[config.mk]
export PLATFORM = sky130hd
export DESIGN_NAME = bcd_stopwatch
export DESIGN_NICKNAME = d
export VERILOG_FILES = /design/src/rtl/bcd_stopwatch.sv
export SDC_FILE = /design/constraint.sdc
export NUM_CORES = 1
export LEC_CHECK = 0
export CAP_MARGIN = 20
export CORE_AREA = 5 5 57 59
export DETAILED_ROUTE_END_ITERATION = 6
export DIE_AREA = 0 0 62 64
export PLACE_DENSITY = 0.71
export SYNTH_ARGS = -nofsm -noshare
export SYNTH_HDL_FRONTEND = slang
export SYNTH_SLANG_ARGS = --single-unit
export TNS_END_PERCENT = 50
[constraint.sdc]
create_clock -name clk_in -period 1.7 [get_ports clk_in]
set_clock_uncertainty 0.1 [all_clocks]
set_input_delay 0.34 -clock clk_in [delete_from_list [all_inputs] [get_ports clk_in]]
set_output_delay 0.34 -clock clk_in [all_outputs]
set_load 0.02 [all_outputs]
[src/rtl/bcd_stopwatch.sv]
// MM:SS BCD stopwatch counting rising edges of a slow time-base level.
// The time-base is synchronised and edge-detected in the clk_in domain.
module bcd_stopwatch #(
    parameter int unsigned SYNC_STAGES = 2,
    parameter bit          WRAP_EN     = 1'b1
) (
    input  logic       clk_in,
    input  logic       rst_n,
    input  logic       tick_in,
    input  logic       start_stop,
    input  logic       clear,
    output logic [3:0] sec_units,
    output logic [3:0] sec_tens,
    output logic [3:0] min_units,
    output logic [3:0] min_tens,
    output logic       running,
    output logic       rollover
);

    typedef enum logic [1:0] {IDLE, RUN, PAUSE, HALT} state_t;

    state_t                 state;
    logic [SYNC_STAGES-1:0] sync_q;
    logic                   prev_q;
    logic                   tick_evt;
    logic                   at_max;
    logic                   halt_now;
    logic [3:0]             su_n, st_n, mu_n, mt_n;

    always_ff @(posedge clk_in or negedge rst_n) begin
        if (!rst_n) begin
            sync_q <= '0;
            prev_q <= 1'b0;
        end else begin
            sync_q <= {sync_q[SYNC_STAGES-2:0], tick_in};
            prev_q <= sync_q[SYNC_STAGES-1];
        end
    end

    assign tick_evt = sync_q[SYNC_STAGES-1] & ~prev_q;
    assign at_max   = ({min_tens, min_units, sec_tens, sec_units} == 16'h5959);
    assign halt_now = tick_evt & at_max & ~WRAP_EN;

    // Ripple-carry increment; at 59:59 this naturally yields 00:00.
    always_comb begin
        su_n = sec_units + 4'd1;
        st_n = sec_tens;
        mu_n = min_units;
        mt_n = min_tens;
        if (sec_units == 4'd9) begin
            su_n = 4'd0;
            st_n = sec_tens + 4'd1;
            if (sec_tens == 4'd5) begin
                st_n = 4'd0;
                mu_n = min_units + 4'd1;
                if (min_units == 4'd9) begin
                    mu_n = 4'd0;
                    mt_n = (min_tens == 4'd5) ? 4'd0 : min_tens + 4'd1;
                end
            end
        end
    end

    always_ff @(posedge clk_in or negedge rst_n) begin
        if (!rst_n) begin
            state     <= IDLE;
            sec_units <= '0;
            sec_tens  <= '0;
            min_units <= '0;
            min_tens  <= '0;
            running   <= 1'b0;
            rollover  <= 1'b0;
        end else begin
            rollover <= 1'b0;
            if (clear) begin
                state     <= IDLE;
                sec_units <= '0;
                sec_tens  <= '0;
                min_units <= '0;
                min_tens  <= '0;
                running   <= 1'b0;
            end else begin
                unique case (state)
                    IDLE: begin
                        if (start_stop) begin
                            state   <= RUN;
                            running <= 1'b1;
                        end
                    end
                    RUN: begin
                        if (tick_evt) begin
                            rollover <= at_max;
                            if (!halt_now) begin
                                sec_units <= su_n;
                                sec_tens  <= st_n;
                                min_units <= mu_n;
                                min_tens  <= mt_n;
                            end
                        end
                        // Saturation takes priority over a coincident pause request.
                        if (halt_now) begin
                            state   <= HALT;
                            running <= 1'b0;
                        end else if (start_stop) begin
                            state   <= PAUSE;
                            running <= 1'b0;
                        end
                    end
                    PAUSE: begin
                        if (start_stop) begin
                            state   <= RUN;
                            running <= 1'b1;
                        end
                    end
                    HALT: begin
                    end
                endcase
            end
        end
    end

endmodule

==> impl_metrics.csv <==
group,metric,value,unit
cells_and_area,final_cell_count_no_fill,185,
cells_and_area,layout.cell_area.non_filler,1549,um2
route,number_of_detailed_routing_iterations_run_before_antenna_repair,4,
cts,sink_count_of_the_clock_tree,22,
setup_path,r2r-start,"sec_tens[1]",
sta,slew-limit-headroom,0.8122,
route,detail_routed_via_count_per_cell,5.357,
cells_and_area,commonest_non_fill_non_tap_cell_in_the_layout,"sky130_fd_sc_hd__dfrtp_1",
cells_and_area,final_cell_mix,"sky130_fd_sc_hd__dfrtp_1 (18), sky130_fd_sc_hd__dlygate4sd2_1 (17), sky130_fd_sc_hd__buf_4 (17)",
cts,cts_tree,"yes",
route,routed_wl,2443,um
grt,grt_pass1_wl,4319,um
sta,maxSlewViolCount,0,
grt,first_global_vias,1015,
sta,clock.fmax,588.8,MHz
cells_and_area,synthToLayoutAreaGrowth,35.90,%
power,ir_drop,477.3,uV
route,drc,0,
cells_and_area,design.final.nets,164,
synthesis,synth.yosys.seq_area_share,0.4830,
synthesis,syn_avg_cell_area,9.826,um2
outcome,status,"completed",
grt,grt_start_max_net_pins,23,
setup_path,timing.critical_path.from_type,"register",
synthesis,postSynthRegisterBits,22,
grt,gr-usage-all-layers,0.1368,
cts,clkLatencyLatePin,0.30,ns
cts,clkTransAtPathRegs,0.12,ns
cts,max-clock-path-buffers,2,
grt,globalRouteOverflowTotal,0,
route,dr.first_iter.drc_count,23,
sta,final.setup.tns,0,ns
sta,final.period_utilization,0.9991,
sta,rsz0062_at_grt,"true",
placed_design,placedInstanceArea,1496,um2
cells_and_area,final_layout_size_suffix_gt1_frac,0.2208,
floorplanning,placeableCoreArea,2663,um2
floorplanning,die-area,3968,um2
placed_design,dp_cells,180,
floorplanning,die_height,64,um
job,drv.max_cap_violation_count,0,
power,p_leak,0.7570,nW
power,power,0.8781,mW
cts,number_of_cts_inserted_buffers,3,
synthesis,synth_cell_type_count,34,
synthesis,yosysWarnings,0,
power,cellPowerDensity,566.9,nW/um2
sta,hold_viol_final,0,
synthesis,number_of_enable_type_register_cells_in_the_synthesized_netlist,0,
floorplanning,floorplan.rows,19,
synthesis,synthesis.area,1140,um2
setup_path,cp_max_fo,10,
route,remaining_number_of_nets_flagged_by_the_antenna_check_after_routing,0,
synthesis,syn-instance-count,116,
synthesis,ys_async_sr_fraction,1.000,
cts,cts-root-buf,"sky130_fd_sc_hd__clkbuf_4",
sta,shortest_clock_period_the_worst_path_allows_after_layout,1.698,ns
worst_hold_path,worstHoldPathType,"register to register",
placed_design,detailed_place_hpwl,1839,um
setup_path,worst_setup_path_end_kind,"register",
placed_design,numPortBuffers,22,
setup_path,crit_start,"sec_tens[1]",
setup_path,worst-r2r-setup-slack,0.002,ns
floorplanning,floorplan.initialDensity,0.4281,
sta,worstMarginPinSlew,0.2817,ns
cells_and_area,finalCoreUtilization,0.5818,
synthesis,synth_nets,125,
floorplanning,top_level_ports,23,
worst_hold_path,hp-start,"sync_q[0]",
setup_path,cp.arrival,1.83,ns
cts,h_tree_depth,1,
grt,number_of_antenna_violations_at_the_first_check_in_global_routing,0,
route,route.vias.total,991,
setup_path,worst-endpoint-required,1.83,ns
route,avgRoutedWirePerCell,13.21,um
synthesis,ys.flop_type,"sky130_fd_sc_hd__dfrtp_1",
floorplanning,die_w,62,um
cells_and_area,antennaDiodeCount,0,
placed_design,gp_congestion,0.8022,
sta,setup_viol_count_final,0,
setup_path,kind_of_critical_path,"register to register",
==> flip-flops by register name, indices dropped and copies added, names as in the netlist <==
signal / cells
min_tens: 4
sync_q: 2
sec_units: 4
state: 2
sec_tens: 4
rollover: 1
min_units: 4
prev_q: 1
==> cells by family (layout without fill, tap and decap cells) <==
family                     after synthesis  count (layout)  synth area share
and+or+nand+nor                         54              54            0.2931
AOI/OAI and AO/OA                       23              23            0.1098
adders and majority gates                4               4           0.04391
buffers and inverters                    9              47           0.03731
xor gates and xnor gates                 2               2           0.01537
DFF                                     22              22            0.4830
muxes                                    2               2           0.01756
==> path summary, 6_finish.rpt <==
kind / cells after the start / endpoint
worst max-delay path: 6 / min_units[2]
worst max register to register: 6 / min_units[2]
worst min register to register: 0 / sync_q[1]
worst min-delay path: 0 / sync_q[1]
max in group asynchronous: 2 / sec_units[2]
min in group asynchronous: 2 / rollover
==> final cells by class <==
cell class	instances	area, um2
Fill cell	264	1114
Timing Repair Buffer	39	329.1
Clock buffer	4	36.28
Inverter	4	15.01
Sequential cell	22	555.5
Tap cell	31	38.79
Multi-Input combinational cell	85	574.3
==> power by group <==
| part | leakage [nW] | internal (mW) | switching, mW | total, mW |
|---|---|---|---|---|
| Sequential | 0.292 | 0.531 | 0.00404 | 0.535 |
| Combinational | 0.444 | 0.0274 | 0.0351 | 0.0625 |
| Clock | 0.0210 | 0.130 | 0.150 | 0.281 |
==> worst max-delay path, stage by stage, from the launching register on <==
cell                      delay [ns]
sky130_fd_sc_hd__dfrtp_2        0.42
sky130_fd_sc_hd__inv_1          0.06
sky130_fd_sc_hd__ha_1           0.13
sky130_fd_sc_hd__and3b_2        0.24
sky130_fd_sc_hd__nand3_4        0.12
sky130_fd_sc_hd__or4_1          0.42
sky130_fd_sc_hd__a21oi_1        0.15
==> cells in the mapped netlist (2+ instances only) <==
cell / n / area (um2)
sky130_fd_sc_hd__nand2_1: 9 / 33.78
sky130_fd_sc_hd__dfrtp_1: 22 / 550.5
sky130_fd_sc_hd__o31ai_1: 2 / 15.01
sky130_fd_sc_hd__and3b_1: 2 / 17.52
sky130_fd_sc_hd__inv_1: 4 / 15.01
sky130_fd_sc_hd__nor2b_1: 5 / 31.28
sky130_fd_sc_hd__ha_1: 4 / 50.05
sky130_fd_sc_hd__nand3_1: 5 / 25.02
sky130_fd_sc_hd__or4_1: 2 / 15.01
sky130_fd_sc_hd__clkbuf_1: 2 / 7.510
sky130_fd_sc_hd__a21oi_1: 10 / 50.05
sky130_fd_sc_hd__nand3b_1: 3 / 22.52
sky130_fd_sc_hd__nor2_1: 8 / 30.03
sky130_fd_sc_hd__o21ai_0: 9 / 45.04
sky130_fd_sc_hd__mux2i_1: 2 / 20.02
sky130_fd_sc_hd__or3_1: 7 / 43.79
sky130_fd_sc_hd__xnor2_1: 2 / 17.52
sky130_fd_sc_hd__and2_1: 2 / 12.51
==> through the flow <==
stage	hold WS, ns	setup WS (ns)
detailed placement	0.2523	-0.03669
finish	0.2721	0.001554
global placement	0.2338	0.03422
floorplan	-0.05559	-0.006841
CTS	0.2808	-0.04467
global route	0.2910	-0.06439
==> timing repair <==
| action | 4_1_cts | 5_1_grt |
|---|---|---|
| pin swaps | 0 | 6 |
| endpoints found under the setup margin | 20 | 7 |
| gates resized for setup | 20 | 7 |
| hold buffers | 0 | 0 |
| buffers inserted | 0 | 1 |
| gates cloned | 0 | 0 |
==> routing by layer <==
metal | share of wire | GRT usage | vias to the layer above
met3 | 0.038 | 0.02012 | 2
met4 | 0.0049 | 0.04775 | 0
met5 | 0 | 0 | -
met1 | 0.48 | 0.1922 | 483
li1 | - | - | 488
met2 | 0.48 | 0.2111 | 18
No activity file was read; power rests on OpenSTA's default activity.
